`config.mk`:
```
export PLATFORM = sky130hd
export DESIGN_NAME = delay_line_sequencer
export DESIGN_NICKNAME = d
export VERILOG_FILES = /design/src/rtl/delay_line_sequencer.sv
export SDC_FILE = /design/constraint.sdc
export NUM_CORES = 1
export LEC_CHECK = 0
export ABC_AREA = 0
export CAP_MARGIN = 20
export CORE_ASPECT_RATIO = 1.1
export CORE_MARGIN = 2
export CORE_UTILIZATION = 50
export CTS_CLUSTER_SIZE = 12
export DETAILED_ROUTE_END_ITERATION = 16
export DONT_BUFFER_PORTS = 1
export GPL_ROUTABILITY_DRIVEN = 0
export SYNTH_ARGS = -nofsm -noshare
export SYNTH_HDL_FRONTEND = slang
export SYNTH_SLANG_ARGS = --single-unit
```
`constraint.sdc`:
```
create_clock -name clock -period 4.2 [get_ports clock]
set_clock_uncertainty 0.05 [all_clocks]
set_input_delay 0.84 -clock clock [delete_from_list [all_inputs] [get_ports clock]]
set_output_delay 0.84 -clock clock [all_outputs]
set_load 0.01 [all_outputs]
```
`src/rtl/delay_line_sequencer.sv`:
```
// Sequencer for a shift_register_parallel delay line: decimated enable strobe,
// glitch-free length changes through a one-cycle flush, and primed-sample flagging.
module delay_line_sequencer #(
  parameter int MAX_LENGTH = 32,
  parameter int DIV_WIDTH  = 16,
  localparam int ADDR_WIDTH = $clog2(MAX_LENGTH)
) (
  input  logic                  clock,
  input  logic                  reset_n,
  input  logic                  run,
  input  logic [DIV_WIDTH-1:0]  rate_div,
  input  logic [ADDR_WIDTH-1:0] cfg_length,
  input  logic                  cfg_valid,
  output logic                  cfg_ready,
  output logic                  sr_reset,
  output logic                  sr_enable,
  output logic [ADDR_WIDTH-1:0] sr_length,
  output logic                  out_valid,
  output logic                  filling,
  output logic [1:0]            dbg_state
);

  typedef enum logic [1:0] {
    IDLE  = 2'd0,
    FILL  = 2'd1,
    RUN   = 2'd2,
    FLUSH = 2'd3
  } state_t;

  state_t                state_q, state_d;
  logic [DIV_WIDTH-1:0]  div_cnt, div_d;
  logic [ADDR_WIDTH:0]   fill_cnt, fill_d;
  logic [ADDR_WIDTH:0]   len_ext, fill_inc, fill_sat;
  logic [ADDR_WIDTH-1:0] len_clamped, sr_length_d;
  logic                  sr_reset_d, sr_enable_d, out_valid_d, cfg_ready_d, filling_d;
  logic                  accept;

  // Handshake: a length request transfers on any rising edge where cfg_valid and
  // cfg_ready are both high; cfg_ready is registered and drops only during FLUSH.
  assign accept      = cfg_valid & cfg_ready;
  assign len_clamped = (int'(cfg_length) > MAX_LENGTH) ? ADDR_WIDTH'(MAX_LENGTH) : cfg_length;
  assign len_ext     = {1'b0, sr_length};
  assign fill_inc    = fill_cnt + (ADDR_WIDTH+1)'(1);
  assign fill_sat    = (fill_inc > len_ext) ? len_ext : fill_inc;
  assign dbg_state   = state_q;

  always_ff @(posedge clock or negedge reset_n) begin
    if (!reset_n) begin
      state_q   <= IDLE;
      sr_reset  <= 1'b1;
      sr_enable <= 1'b0;
      sr_length <= ADDR_WIDTH'(1);
      out_valid <= 1'b0;
      cfg_ready <= 1'b1;
      filling   <= 1'b0;
      div_cnt   <= '0;
      fill_cnt  <= '0;
    end else begin
      state_q   <= state_d;
      sr_reset  <= sr_reset_d;
      sr_enable <= sr_enable_d;
      sr_length <= sr_length_d;
      out_valid <= out_valid_d;
      cfg_ready <= cfg_ready_d;
      filling   <= filling_d;
      div_cnt   <= div_d;
      fill_cnt  <= fill_d;
    end
  end

  always_comb begin
    state_d     = state_q;
    sr_reset_d  = sr_reset;
    sr_enable_d = 1'b0;
    sr_length_d = sr_length;
    out_valid_d = 1'b0;
    cfg_ready_d = 1'b1;
    div_d       = div_cnt;
    fill_d      = fill_cnt;

    case (state_q)
      IDLE: begin
        sr_reset_d = 1'b1;
        if (accept) sr_length_d = len_clamped;
        if (run) begin
          state_d    = FILL;
          sr_reset_d = 1'b0;
          div_d      = '0;
          fill_d     = '0;
        end
      end

      FILL, RUN: begin
        if (!run) begin
          state_d    = IDLE;
          sr_reset_d = 1'b1;
          div_d      = '0;
          fill_d     = '0;
          if (accept) sr_length_d = len_clamped;
        end else if (accept) begin
          // Clear the line for one cycle so old and new delays never mix.
          state_d     = FLUSH;
          sr_reset_d  = 1'b1;
          sr_length_d = len_clamped;
          cfg_ready_d = 1'b0;
          div_d       = '0;
          fill_d      = '0;
        end else begin
          sr_reset_d = 1'b0;
          // >= lets a lowered rate_div take effect without running past it.
          if (div_cnt >= rate_div) begin
            div_d       = '0;
            sr_enable_d = 1'b1;
          end else begin
            div_d = div_cnt + DIV_WIDTH'(1);
          end
          if (sr_enable) begin
            fill_d      = fill_sat;
            out_valid_d = (fill_sat >= len_ext);
          end
          if (state_q == FILL && fill_d >= len_ext) state_d = RUN;
        end
      end

      FLUSH: begin
        div_d  = '0;
        fill_d = '0;
        if (!run) begin
          state_d    = IDLE;
          sr_reset_d = 1'b1;
        end else begin
          state_d    = FILL;
          sr_reset_d = 1'b0;
        end
      end

      default: begin
        state_d    = IDLE;
        sr_reset_d = 1'b1;
      end
    endcase

    filling_d = (state_d == FILL);
  end

endmodule

```
---- After elaboration in Yosys (flattened, before gate mapping) ----
Cells that the tools add are included.
cells by class
  $add $sub $neg .......................... 2
  magnitude comparators ................... 4
  eq/ne operators ......................... 5
  muxes and demuxes ....................... 35
  bitwise logic cells ..................... 1
  reductions and logical operators ........ 6
operators with widths
  operator                                                         number
  16-bit 2-to-1 mux                                                4
  6-bit 2-to-1 mux                                                 8
  16-bit case mux with 3 select lines                              1
  6-bit case mux with 3 select lines                               1
  16-bit by 1-bit adder with 16-bit output, second input constant  1
  16-bit >= comparator                                             1
  1-bit 2-to-1 mux                                                 15
  6-bit by 5-bit >= comparator with 1-bit output                   2
  2-bit 2-to-1 mux                                                 4
  6-bit by 1-bit adder with 6-bit output, second input constant    1
  6-bit by 5-bit > comparator with 1-bit output                    1
  2-bit case mux with 3 select lines                               1
  2-bit by 1-bit == test with 1-bit output, second input constant  2
  2-bit == test, second input constant                             2
  2-bit OR reduction                                               2
  3-bit OR reduction                                               1
  2-bit zero test                                                  1
  2-bit inequality test, second input constant                     1
  1-bit case mux with 2 select lines                               1
  2-bit AND reduction                                              1
  1-bit AND                                                        1
  1-bit logical AND                                                1
storage, ports and cells
  register bits ........................... 34
  output and inout bits ................... 12

---- Logic depth before layout (Yosys ltp) ----
  word-level depth ........................ 14
  gate-level depth with buffers ........... 17
  depth with buffers taken out ............ 17

---- Least setup slack after synthesis ----
OpenSTA, ideal clock, no wires.
  kind .................................... flip-flop to flip-flop
  start point ............................. reg fill_cnt[0]
  end point ............................... reg filling
  data arrival time ....................... 3.367 ns
  path slack .............................. 0.706 ns
  cell stages (with the launch flop) ...... 16
  period minus slack after synthesis ...... 3.494 ns
  path through ............................ dfrtp_1 > ha_1 > nand3_1 > xnor2_1 > ha_1 > a21o_1 > mux2i_1 > a21oi_2 > nor2_4 > mux2_4 > mux2_4 > ha_1 > a221o_1 > a31oi_1 > nand4_1 > a21oi_1
between the ends
  longest elaborated chain between the ends .. 14
RTL lines
  item                                                RTL line  text
  start: declaration                                  32        logic [ADDR_WIDTH:0] fill_cnt, fill_d;
  start signal: assignment                            67        fill_cnt <= fill_d;
  6-bit by 1-bit adder with 6-bit output              43        assign fill_inc = fill_cnt + (ADDR_WIDTH+1)'(1);
  6-bit by 5-bit > comparator with 1-bit output       44        assign fill_sat = (fill_inc > len_ext) ? len_ext : fill_inc;
  6-bit 2-to-1 mux                                    44
  6-bit 2-to-1 mux (*)                                117       if (sr_enable) begin
  6-bit 2-to-1 mux (*)                                100       end else if (accept) begin
  6-bit 2-to-1 mux (*)                                94        if (!run) begin
  6-bit 2-to-1 mux (*)                                81        case (state_q)
  6-bit by 5-bit >= comparator with 1-bit output (*)  121       if (state_q == FILL && fill_d >= len_ext) state_d = RUN;
  1-bit logical AND (*)                               121
  2-bit 2-to-1 mux (*)                                121
  2-bit 2-to-1 mux (*)                                100
  2-bit 2-to-1 mux (*)                                94
  2-bit case mux with 3 select lines (*)              81
  2-bit by 1-bit == test with 1-bit output (*)        143       filling_d = (state_d == FILL);
  named net filling_d                                 35        logic sr_reset_d, sr_enable_d, out_valid_d, cfg_ready_d, filling_d;
  end signal: assignment                              65        filling <= filling_d;
  end: declaration                                    19        output logic filling,
Mark *: on every way through the listed nets, which the timed path passes. The rest lies on a longest branch. The select of a mux whose other input is x is not followed.
A chain may end at the register's enable or synchronous reset.

---- Worst setup path after layout ----
  start point ............................. reg fill_cnt[0]
  end point ............................... reg filling
between the ends
  longest elaborated chain between the ends .. 14
RTL lines
  item                                                RTL line  text
  6-bit by 1-bit adder with 6-bit output              43
  6-bit by 5-bit > comparator with 1-bit output       44
  6-bit 2-to-1 mux                                    44
  6-bit 2-to-1 mux (*)                                117
  6-bit 2-to-1 mux (*)                                100
  6-bit 2-to-1 mux (*)                                94
  6-bit 2-to-1 mux (*)                                81
  6-bit by 5-bit >= comparator with 1-bit output (*)  121
  1-bit logical AND (*)                               121
  2-bit 2-to-1 mux (*)                                121
  2-bit 2-to-1 mux (*)                                100
  2-bit 2-to-1 mux (*)                                94
  2-bit case mux with 3 select lines (*)              81
  named net state_d[1]                                30        state_t state_q, state_d;
  2-bit by 1-bit == test with 1-bit output (*)        143
  named net filling_d                                 35
Marked as above.

==> impl_metrics.tcl <==
set metrics [dict create \
    io_pins 37 \
    cap_violations 0 \
    r2r-start "fill_cnt[0]" \
    clock.fmax_mhz 263 \
    yosysWarningCount 0 \
    post_drt_wl_per_cell_um 15.5 \
    synth-async-reset-ratio_pct 100 \
    rr_endpoint "filling" \
    route.detailed.drc 0 \
    dp_slack_ns 0.420 \
    rsz0062_at_grt "no" \
    drive_above_1_share_pct 11.0 \
    dp.cells 341 \
    synth_ff_type "dfrtp_1" \
    path_clk_slew_ns 0.07 \
    finalCriticalPeriod_ns 3.81 \
    max-vdd-ir-drop_uv 149 \
    grt_pass1_wl_um 9430 \
    fin_ws_ns 0.395 \
    leakagePower_nw 1.37 \
    cp.arrival_ns 3.96 \
    setup_viol 0 \
    diodes 0 \
    area_delta_synth_final_pct 5.52 \
    root_buffer "clkbuf_8" \
    slew_violations 0 \
    drtIter0Drc 137 \
    critPathRequiredTime_ns 4.36 \
    synthSimpleGateAreaFrac_pct 16.9 \
    critPathKind "flip-flop to flip-flop" \
    synth-adder-area-share_pct 18.1 \
    grt_usage_pct 20.5 \
    cp_slowest_stage_delay_ns 0.41 \
    crit_family "compound AO/OA/AOI/OAI gates" \
    cp-end-kind "flip-flop" \
    worst-path-max-fanout 7 \
    netlist_area_sq_um 2630 \
    syn_avg_cell_area_sq_um 9.10 \
    fin_tns_setup_ns 0 \
    synth_seq_area_share_pct 32.5 \
    yosysUniqueCellTypes 47 \
    power.density_nw_per_um2 407 \
    startpoint_type "flip-flop" \
    grt_max_degree 35 \
    finalCritPeriodShare_pct 90.6 \
    mostFrequentLayoutCells "ha_1 (38), inv_1 (35), dfrtp_1 (31), nand2_1 (30), nand3_1 (15)" \
    drt_wl_total_um 5420 \
    synthXorXnorAreaFrac_pct 1.95 \
    num_vias 2091 \
    numCtsBuffers 5 \
    synth_edf_count 0 \
    cp-startpoint "fill_cnt[0]" \
    finalHoldViolCount 0 \
    synth-compound-area-share_pct 16.8 \
    stdcell_count 349 \
    finalCoreUtilization_pct 55.1 \
    final_common_cell "ha_1" \
    initial_core_util_pct 52.2 \
    cp-endpoint "filling" \
    worstHoldPathType "primary input to asynchronous set/reset pin" \
    die-area_sq_um 5860 \
    reg2regPathDepth 15 \
    grt-ovfl-total 0 \
    ctsResizeCount 0 \
    cp_slowest_cell "dfrtp_1" \
    nNetsFinal 353 \
    cts_tree "done" \
    postCtsSetupBuffers 0 \
    dp_hpwl_um 4200 \
    ctsLongestPathBuffers 2 \
    h-tree-depth 2 \
    synth_top_family_by_area "adder cells" \
    die_h_um 80.1 \
    fillerInstances 470 \
    cp.depth 15 \
    fp-row-count 27 \
    fin_hold_ws_ns 0.199 \
    coreArea_sq_um 5030 \
    ys_seq_elements 34 \
    insertion_delay_ns 0.28 \
    first_pass_iters 4 \
    synthMuxAreaShare_pct 7.14 \
    path_cells "ha_1 -> nand3_1 -> xnor2_1 -> ha_1 -> a21o_1 -> mux2i_1 -> a21oi_2 -> nor2_4 -> mux2_4 -> mux2_4 -> ha_1 -> a221o_1 -> a31oi_1 -> o21ai_0 -> a21oi_1" \
    clock-sinks 34 \
    antenna_left 0 \
    status "finished clean" \
    slew_headroom_pct 58.0 \
    portBuffers 0 \
    critPathMostFrequentCell "ha_1" \
    via_per_inst 5.99 \
    fp.dieW_um 73.2 \
    antenna_found_initial 0 \
    cts_hold_buf 0 \
    grt_pass1_vias 2033 \
    rrSetupSlack_ns 0.39 \
    crit_buf_inv 0 \
    syn_nets 352 \
    tightest_slew_ns 0.624 \
    synthCells 289 \
]
## synthesized netlist by cell type (5+ instances only)
master,number,share of area [%]
nand3_1,15,2.9
nand4_1,11,2.6
dfrtp_1,31,29
mux2i_1,6,2.3
mux2_2,6,2.6
nand2b_1,5,1.2
a31oi_1,8,1.9
a21o_1,7,2.0
o21ai_1,6,1.1
inv_1,35,5.0
o21ai_0,8,1.5
o311ai_1,5,1.7
clkbuf_1,5,0.71
ha_1,38,18
nor2_1,9,1.3
nand2_1,30,4.3
a21oi_1,14,2.7
## area by class of cell
cell class	instances	area (sq um)	share of cell area (%)
inverter	35	131	4.73
multi-input combinational	211	1600	57.8
sequential	34	855	30.8
clock inverter	1	5.00	0.180
tap	58	72.6	2.61
timing repair buffer	3	22.5	0.812
clock buffer	7	86.3	3.11
## how the worst min path moves through the flow
stage / from / end
2_1_floorplan: cfg_ready / cfg_ready
3_3_place_gp: cfg_ready / cfg_ready
3_5_place_dp: cfg_ready / cfg_ready
4_1_cts: reset_n / div_cnt[11]
5_1_grt: reset_n / div_cnt[12]
6_report: reset_n / div_cnt[12]
## cells by family (layout without fill, tap and decap cells)
| kind of cell | count (synthesis) | in the layout |
|---|---|---|
| flip-flops | 34 | 34 |
| AND/OR/NAND/NOR | 86 | 86 |
| multiplexers | 16 | 16 |
| buffers and inverters | 44 | 46 |
| adder cells (fa/ha/maj) | 38 | 38 |
| XOR/XNOR | 5 | 5 |
| AO/OA/AOI/OAI | 66 | 66 |
## through the flow
stage	cell area (sq um)	total power, mW
2_1_floorplan	2630	0.784
3_3_place_gp	2680	0.889
3_5_place_dp	2680	0.896
4_1_cts	2780	1.15
5_1_grt	2780	1.23
6_report	2780	1.13
## flip-flops by register name, summed over array words and instances, names as in the netlist
name       cells
sr_reset       1
sr_enable      1
fill_cnt       6
out_valid      1
dbg_state      2
filling        1
div_cnt       16
sr_length      5
cfg_ready      1
## power breakdown
part	switching [mW]	leakage [nW]	internal, mW
Clock	0.113	0.0482	0.132
Sequential	0.0800	0.450	0.381
Combinational	0.246	0.868	0.178
Total	0.439	1.37	0.691
## per-layer routing
metal	wire length, um	part of all wire, %	global-route usage, %	up-vias
met1	2450	45	26.4	1023
li1	-	-	-	1035
met3	140	2.6	3.26	5
met5	0	0	0	-
met4	72	1.3	6.11	0
met2	2750	51	35.0	28
Note: power is estimated with default switching activity, not from simulation.
